--- config.mk ---
export PLATFORM = sky130hd
export DESIGN_NAME = uart_prog_loader
export DESIGN_NICKNAME = d
export VERILOG_FILES = /design/src/rtl/uart_prog_loader_pkg.sv /design/src/rtl/uart_prog_loader_rx.sv /design/src/rtl/uart_prog_loader.sv
export SDC_FILE = /design/constraint.sdc
export NUM_CORES = 1
export LEC_CHECK = 0
export ABC_AREA = 1
export CORE_MARGIN = 3
export CORE_UTILIZATION = 48
export DETAILED_ROUTE_END_ITERATION = 7
export PLACE_DENSITY = 0.69
export RECOVER_POWER = 100
export REMOVE_ABC_BUFFERS = 1
export SYNTH_ARGS = -nofsm -noshare
export SYNTH_HDL_FRONTEND = slang
export SYNTH_SLANG_ARGS = --single-unit
--- constraint.sdc ---
create_clock -name upg_clk_i -period 1.78 [get_ports upg_clk_i]
set_input_delay 0.356 -clock upg_clk_i [delete_from_list [all_inputs] [get_ports upg_clk_i]]
set_output_delay 0.356 -clock upg_clk_i [all_outputs]
set_load 0.005 [all_outputs]
--- src/rtl/uart_prog_loader_pkg.sv ---
// rtl/uart_prog_loader_pkg.sv - shared widths and state encodings for the UART program loader
package uart_prog_loader_pkg;

  localparam int ADR_W = 15;
  localparam int DAT_W = 32;

  typedef enum logic [2:0] {
    ST_IDLE = 3'd0,
    ST_HDR1 = 3'd1,
    ST_DATA = 3'd2,
    ST_CHK  = 3'd3,
    ST_DONE = 3'd4
  } ld_state_t;

  typedef enum logic [1:0] {
    RX_IDLE  = 2'd0,
    RX_START = 2'd1,
    RX_DATA  = 2'd2,
    RX_STOP  = 2'd3
  } rx_state_t;

endpackage

--- src/rtl/uart_prog_loader_rx.sv ---
// rtl/uart_prog_loader_rx.sv - 8N1 byte receiver: synchroniser, bit timing and shift register
module uart_rx_byte
  import uart_prog_loader_pkg::*;
#(
  parameter int CLKS_PER_BIT = 434
) (
  input  logic       clk,
  input  logic       rst,
  input  logic       rx,
  output logic [7:0] byte_o,
  output logic       byte_vld_o,
  output logic       frame_err_o
);

  localparam int CW = $clog2(CLKS_PER_BIT);
  localparam logic [CW-1:0] LAST      = CW'(CLKS_PER_BIT - 1);
  localparam logic [CW-1:0] HALF_LAST = CW'(CLKS_PER_BIT / 2 - 1);

  logic            sync1, sync2, prev;
  rx_state_t       state, state_n;
  logic [CW-1:0]   cnt, cnt_n;
  logic [2:0]      bit_idx, bit_idx_n;
  logic [7:0]      shreg, shreg_n;
  logic            vld_n, ferr_n;

  // prev is the synchronised line one cycle earlier, used for falling-edge detection
  always_ff @(posedge clk) begin
    if (rst) begin
      sync1       <= 1'b1;
      sync2       <= 1'b1;
      prev        <= 1'b1;
      state       <= RX_IDLE;
      cnt         <= '0;
      bit_idx     <= '0;
      shreg       <= '0;
      byte_vld_o  <= 1'b0;
      frame_err_o <= 1'b0;
    end else begin
      sync1       <= rx;
      sync2       <= sync1;
      prev        <= sync2;
      state       <= state_n;
      cnt         <= cnt_n;
      bit_idx     <= bit_idx_n;
      shreg       <= shreg_n;
      byte_vld_o  <= vld_n;
      frame_err_o <= ferr_n;
    end
  end

  always_comb begin
    state_n   = state;
    cnt_n     = cnt + 1'b1;
    bit_idx_n = bit_idx;
    shreg_n   = shreg;
    vld_n     = 1'b0;
    ferr_n    = 1'b0;
    case (state)
      RX_IDLE: begin
        cnt_n = '0;
        if (prev && !sync2) state_n = RX_START;
      end
      RX_START: begin
        if (cnt == HALF_LAST) begin
          cnt_n     = '0;
          bit_idx_n = '0;
          state_n   = sync2 ? RX_IDLE : RX_DATA;
        end
      end
      RX_DATA: begin
        if (cnt == LAST) begin
          cnt_n     = '0;
          shreg_n   = {sync2, shreg[7:1]};
          bit_idx_n = bit_idx + 3'd1;
          if (bit_idx == 3'd7) state_n = RX_STOP;
        end
      end
      RX_STOP: begin
        if (cnt == LAST) begin
          cnt_n   = '0;
          state_n = RX_IDLE;
          vld_n   = sync2;
          ferr_n  = !sync2;
        end
      end
      default: state_n = RX_IDLE;
    endcase
  end

  assign byte_o = shreg;

endmodule

--- src/rtl/uart_prog_loader.sv ---
// rtl/uart_prog_loader.sv - UART boot loader writing words to the program ROM port; checksum via UART_PROG_LOADER_CHKSUM_EN
module uart_prog_loader
  import uart_prog_loader_pkg::*;
#(
  parameter int                CLKS_PER_BIT = 434,
  parameter logic [ADR_W-1:0]  BASE_ADR     = '0
) (
  input  logic              upg_clk_i,
  input  logic              upg_rst_i,
  input  logic              rx_i,
  output logic              upg_wen_o,
  output logic [ADR_W-1:0]  upg_adr_o,
  output logic [DAT_W-1:0]  upg_dat_o,
  output logic              upg_done_o,
  output logic              busy_o,
  output logic              frame_err_o,
  output logic              chk_err_o
);

  logic [7:0]       rx_byte;
  logic             rx_vld, rx_ferr;
  ld_state_t        state, state_n;
  logic [7:0]       n_lo;
  logic [ADR_W-1:0] count, idx;
  logic [1:0]       lane;
  logic [23:0]      word_buf;

  uart_rx_byte #(.CLKS_PER_BIT(CLKS_PER_BIT)) u_rx (
    .clk        (upg_clk_i),
    .rst        (upg_rst_i),
    .rx         (rx_i),
    .byte_o     (rx_byte),
    .byte_vld_o (rx_vld),
    .frame_err_o(rx_ferr)
  );

  always_ff @(posedge upg_clk_i) begin
    if (upg_rst_i) state <= ST_IDLE;
    else           state <= state_n;
  end

  // Leaving DATA waits for the final strobe so done rises the cycle after it
  always_comb begin
    state_n = state;
    case (state)
      ST_IDLE: if (rx_vld) state_n = ST_HDR1;
      ST_HDR1: if (rx_vld) state_n = ({rx_byte[6:0], n_lo} == '0) ? ST_DONE : ST_DATA;
      ST_DATA: begin
        if (upg_wen_o && count == '0) begin
`ifdef UART_PROG_LOADER_CHKSUM_EN
          state_n = ST_CHK;
`else
          state_n = ST_DONE;
`endif
        end
      end
      ST_CHK:  if (rx_vld) state_n = ST_DONE;
      ST_DONE: state_n = ST_DONE;
      default: state_n = ST_IDLE;
    endcase
  end

  always_ff @(posedge upg_clk_i) begin
    if (upg_rst_i) begin
      n_lo        <= '0;
      count       <= '0;
      idx         <= BASE_ADR;
      lane        <= '0;
      word_buf    <= '0;
      upg_wen_o   <= 1'b0;
      upg_adr_o   <= '0;
      upg_dat_o   <= '0;
      frame_err_o <= 1'b0;
    end else begin
      upg_wen_o <= 1'b0;
      if (rx_ferr) frame_err_o <= 1'b1;
      if (rx_vld) begin
        case (state)
          ST_IDLE: n_lo  <= rx_byte;
          ST_HDR1: count <= {rx_byte[6:0], n_lo};
          ST_DATA: begin
            lane <= lane + 2'd1;
            case (lane)
              2'd0: word_buf[7:0]   <= rx_byte;
              2'd1: word_buf[15:8]  <= rx_byte;
              2'd2: word_buf[23:16] <= rx_byte;
              default: begin
                upg_wen_o <= 1'b1;
                upg_adr_o <= idx;
                upg_dat_o <= {rx_byte, word_buf};
                idx       <= idx + 1'b1;
                count     <= count - 1'b1;
              end
            endcase
          end
          default: ;
        endcase
      end
    end
  end

`ifdef UART_PROG_LOADER_CHKSUM_EN
  logic [7:0] sum;
  // Data bytes plus a correct checksum byte add up to zero modulo 256
  always_ff @(posedge upg_clk_i) begin
    if (upg_rst_i) begin
      sum       <= '0;
      chk_err_o <= 1'b0;
    end else if (rx_vld) begin
      if (state == ST_DATA) sum <= sum + rx_byte;
      if (state == ST_CHK && (sum + rx_byte) != 8'd0) chk_err_o <= 1'b1;
    end
  end
`else
  assign chk_err_o = 1'b0;
`endif

  assign upg_done_o = (state == ST_DONE);
  assign busy_o     = (state != ST_IDLE) && (state != ST_DONE);

endmodule

==> Word-level counts from Yosys, hierarchy flattened <==
Index checks and enable logic that the tools add are counted.
{ "word_totals": {"mem_bits_rw": 0, "rom_bits": 0, "in_bits": 3, "latch_bits": 0, "mem_count": 0, "elab_cells": 103, "out_inout_bits": 52, "ff_bits": 143} }
{ "classes": {"n_div": 0, "multipliers": 0, "muxes": 22, "bitwise": 5, "n_shift": 0, "addsub": 5, "n_lt_le_gt_ge": 0, "n_eq_ne": 23, "reduce_logical": 27} }
{ "op_table": {"columns": ["operator", "n"], "rows": [
  ["$logic_not A15 Y1", 2],
  ["$pmux W15 S2", 1],
  ["$pmux W9 S3", 1],
  ["$mux W3", 7],
  ["$mux W9", 2],
  ["$reduce_and A3 Y1", 6],
  ["$ne A2 B1 Y1 const B", 8],
  ["$add A15 B1 Y15 const B", 1],
  ["$mux W15", 1],
  ["$pmux W3 S5", 1],
  ["$sub A15 B1 Y15 const B", 1],
  ["$mux W2", 6],
  ["$add A9 B1 Y9 const B", 1],
  ["$eq A9 B8 Y1 const B", 1],
  ["$eq A9 B9 Y1 const B", 1],
  ["$reduce_or A3 Y1", 3],
  ["$pmux W2 S4", 1],
  ["$eq A2 B2 Y1 const B", 3],
  ["$eq A3 B2 Y1 const B", 2],
  ["$eq A3 B3 Y1 const B", 2],
  ["$pmux W3 S2", 1],
  ["$reduce_and A2 Y1", 3],
  ["$not A1 Y1", 5],
  ["$reduce_and A5 Y1", 1],
  ["other kinds (15)", 21]
]} }

==> Longest topological paths before layout <==
{ "depth": {"ltp_word": 4, "depth_mapped": 11, "ltp_nobuf": 11} }

==> Cells and area by module <==
From an unflattened synthesis, not the netlist that was laid out.
{ "hier_totals": {"cells_unflattened": 834, "hier_area_um2": 6207.2} }
{ "modules_own_cells": {"columns": ["module", "seq_area_each_um2", "n_inst", "area_each_um2", "cells_per_inst"], "rows": [
  ["uart_prog_loader", 2322.2, 1, 4933.5, 678],
  ["uart_rx_byte", 540.5, 1, 1273.7, 156]
]} }

==> Worst setup path after synthesis <==
No wires, ideal clock.
{ "synth_timing": {"path_type": "reg-to-reg", "start": "register u_rx.cnt[1]", "end": "register u_rx.cnt[5]", "t_required_ns": 1.660, "synth_period_minus_slack_ns": 1.422, "path_buffers": 0, "t_arrival_ns": 1.302, "path_stages_with_launch": 11, "path_slack_ns": 0.358, "setup_time_ns": 0.120, "path_cell_list": "dfxtp_1 -> inv_1 -> ha_1 -> nand2_1 -> nor2_1 -> nand2_1 -> inv_1 -> nor2_1 -> nor2_1 -> nand3b_2 -> nor3_1"} }
{ "synth_via": {"elab_chain_cells": 3, "elab_cells_between_ends": 6, "classes_between": "add/sub (1); eq/ne (2); mux (3)"} }
{ "synth_rtl": {"columns": ["element", "line_no", "text"], "rows": [
  ["start, declared", "uart_prog_loader_rx.sv:21", "logic [CW-1:0] cnt, cnt_n;"],
  ["start signal, assigned", "uart_prog_loader_rx.sv:43", "cnt <= cnt_n;"],
  ["$add A9 B1 Y9 (tied with other cells)", "uart_prog_loader_rx.sv:53", "cnt_n = cnt + 1'b1;"],
  ["$mux W9 (on tied branches)", "uart_prog_loader_rx.sv:71, uart_prog_loader_rx.sv:79, uart_prog_loader_rx.sv:64", null],
  ["$pmux W9 S3 *", "uart_prog_loader_rx.sv:58", "case (state)"]
]} }
Mark *: on every way between the ends. The rest lies on a longest branch, timed or not.
A chain may end at the register's enable or synchronous reset.

==> Worst setup path in the final report <==
{ "layout_timing": {"start": "register upg_adr_o[12]", "end": "output upg_adr_o[12]"} }
{ "layout_lines": {"columns": ["element", "line_no", "text"], "rows": [
  ["start, declared", "uart_prog_loader.sv:12", "output logic [ADR_W-1:0] upg_adr_o,"],
  ["start signal, assigned", "uart_prog_loader.sv:89", "upg_adr_o <= idx;"]
]} }
No word-level cell between the ends.

==> flow_metrics.env <==
export IMPL_critPathArrivalTime_ps=1330
export IMPL_whs_ps=347
export IMPL_synth_common_cells="143 x dfxtp_1, 135 x nor2_1, 116 x nand2_1, 86 x a21oi_1, 83 x o21ai_0"
export IMPL_routed_via_count=5269
export IMPL_first_pass_iters=5
export IMPL_cpPeakStageDelay_ps=580
export IMPL_period_needed_ps=1690
export IMPL_drive_above_1_share_pct=7.26
export IMPL_fin_cells=1022
export IMPL_slew_headroom_pct=64.3
export IMPL_hold_viol=0
export IMPL_irDropWorstVdd_mv=0.980
export IMPL_cts_tree="built"
export IMPL_power_density_nw_per_um2=1040
export IMPL_antenna_found_initial=0
export IMPL_die_w_um=118
export IMPL_clk_pin_slew_ps=60
export IMPL_final_setup_viol_count=0
export IMPL_gp_congestion=0.849
export IMPL_synth_cell_types=39
export IMPL_fillers=1098
export IMPL_synthCells=794
export IMPL_synth_most_common_cell="dfxtp_1"
export IMPL_routed_wl_um=13900
export IMPL_maxSlewViolCount=0
export IMPL_vias_per_cell=5.16
export IMPL_track_usage_pct=20.5
export IMPL_ys_flop_type="dfxtp_1"
export IMPL_n_antenna_cell=0
export IMPL_yosysTopAreaCell="dfxtp_1"
export IMPL_dieArea_um2=13800
export IMPL_grt_pass1_vias=5079
export IMPL_start_util_pct=49.4
export IMPL_cts_buffers=17
export IMPL_synth_edf_count=0
export IMPL_clock_path_buffers=2
export IMPL_synth_area_leaders="dfxtp_1 48%, nor2_1 8.5%, nand2_1 7.3%"
export IMPL_min_path_type="in -> reg"
export IMPL_design_area_um2=7390
export IMPL_cp_end_kind="output pin"
export IMPL_port_buffers=53
export IMPL_coreArea_um2=12100
export IMPL_ys_seq_area_share_pct=47.8
export IMPL_timing_final_crit_share_pct=94.9
export IMPL_crit_family="buffers and inverters"
export IMPL_clock_sinks=143
export IMPL_wl_per_cell_um=13.6
export IMPL_p_total_mw=7.67
export IMPL_slowest_stage="dlygate4sd3_1"
export IMPL_fin_skew_ps=7.43
export IMPL_p_leak_nw=3.25
export IMPL_grt_max_degree=69
export IMPL_antenna_left=0
export IMPL_syn_area_um2=5990
export IMPL_reg2reg_slack_ps=150
export IMPL_cts_max_level=4
export IMPL_yosys_warnings=0
export IMPL_fin_nets=859
export IMPL_status="complete, no violations"
export IMPL_clock_latency_ps=420
export IMPL_drc=0
export IMPL_synth_top_area_share_pct=47.8
export IMPL_path_buf_inv=1
export IMPL_dp_cells=990
export IMPL_crit_path_start_kind="flip-flop"
export IMPL_grt_overflow=0
export IMPL_hpwlAfterDp_um=9180
export IMPL_tightest_slew_ps=536
export IMPL_fmax_mhz=592
export IMPL_rsz0062_at_grt="no"
export IMPL_die_y_um=118
export IMPL_worstSetupPathType="reg -> out"
export IMPL_ys_ff_latch=143
export IMPL_area_growth_pct=23.5
export IMPL_root_buffer="clkbuf_16"
export IMPL_core_rowCount=40
export IMPL_async_flop_share_pct=0
export IMPL_grt_pass1_wl_um=23500
export IMPL_dpl_cell_area_um2=6670
export IMPL_required_ps=1420
export IMPL_cts_setup_buffers=0
export IMPL_syn_avg_cell_area_um2=7.54
export IMPL_path_max_fanout=2
export IMPL_ios=55
export IMPL_path_cells="dlygate4sd3_1"
export IMPL_first_iter_violations=412
export IMPL_drv_cap=0
[worst register-to-register path, cell delays in order (launching register included)]
cell and delay [ps]:
dfxtp_1 360, ha_1 230, inv_1 90, nor2_4 170
nand2_1 170, nor3_2 240, nand3_1 110, nand2_1 100
nor2_1 50
[power by group]
part	total [mW]	switching (mW)	internal, mW
sequential	3.22	0.00999	3.21
combinational	0.157	0.107	0.0506
clock	4.29	1.31	2.98
total	7.67	1.43	6.24
[layout by cell type, fill, tap and decap left out, types with 2 or more instances in the layout]
cell	Yosys	layout
nand4_1	9	9
ha_1	15	15
xnor2_1	5	5
buf_4	2	9
bufinv_16	0	8
nor4_1	2	2
nor2_4	2	2
dfxtp_1	143	140
a22oi_1	3	3
clkbuf_1	21	3
or2_2	2	2
nor2_1	135	134
a31oi_1	3	3
nand2_1	116	116
clkbuf_16	0	17
nor3_2	2	2
inv_1	61	62
a21oi_1	86	86
nand2_4	3	3
nand3_1	47	47
clkbuf_8	0	2
dlygate4sd3_1	0	50
dfxtp_2	0	2
xor2_1	11	11
inv_2	2	3
clkinv_2	0	2
buf_12	0	2
o21ai_0	83	85
dlygate4sd2_1	0	2
nor3_1	11	11
[metal layers]
| metal | up-vias | share of wire, % | track usage (%) |
|---|---|---|---|
| met5 | - | 0 | 0 |
| met4 | 0 | 1.7 | 8.64 |
| met1 | 2450 | 48 | 26.1 |
| met3 | 19 | 3.7 | 4.81 |
| met2 | 103 | 47 | 33.6 |
| li1 | 2697 | - | - |
[kinds of logic (layout without fill, tap and decap cells)]
family | after synthesis | count (layout) | synth area share, %
and+or+nand+nor | 333 | 333 | 23.7
other | 1 | 1 | 0.0626
buffers and inverters | 103 | 163 | 7.09
xor gates and xnor gates | 16 | 16 | 2.34
adders and majority gates | 15 | 15 | 3.14
DFF | 143 | 143 | 47.8
AOI/OAI and AO/OA | 183 | 183 | 15.8
[area by class of cell]
cell class | count | area, µm² | area share, %
Sequential cell | 143 | 2870 | 38.8
Multi-Input combinational cell | 548 | 2710 | 36.7
Clock inverter | 11 | 258 | 3.49
Timing Repair Buffer | 66 | 639 | 8.65
Tap cell | 168 | 210 | 2.84
Clock buffer | 21 | 460 | 6.23
Inverter | 65 | 244 | 3.30
[worst paths after layout]
kind	start	end	cells past startpoint
max	upg_adr_o[12]$_SDFFE_PP0P_	upg_adr_o[12]	1
min	upg_rst_i	u_rx.prev$_SDFF_PP1_	3
max reg2reg	lane[0]$_SDFFE_PP0N_	idx[13]$_SDFFE_PP0P_	8
min reg2reg	u_rx.sync1$_SDFF_PP1_	u_rx.sync2$_SDFF_PP1_	1
[state kept, by name, summed over array words and instances, names as in the netlist, 2 cells and up, named ones only]
register / cells
state: 3
idx: 15
u_rx.byte_o: 8
lane: 2
upg_adr_o: 15
count: 15
upg_dat_o: 32
word_buf: 24
u_rx.bit_idx: 3
u_rx.cnt: 9
n_lo: 8
[through the flow]
step           setup WS, ps  TNS [ps]  utilization, %
2_1_floorplan          -390     -3010               -
3_5_place_dp            150         0            55.0
3_3_place_gp            235         0            55.0
6_report               91.2         0            61.0
4_1_cts                 101         0            61.0
5_1_grt                7.31         0            61.0
[repair_timing]
| item | 4_1_cts | 5_1_grt |
|---|---|---|
| endpoints found under the setup margin | 2 | 10 |
| cloned | 0 | 0 |
| pin swaps | 1 | 0 |
| hold buffers | 0 | 0 |
| resized for setup | 6 | 2 |
| hold endpoints to repair | 0 | 0 |
Power figures use the tool's default switching activity.
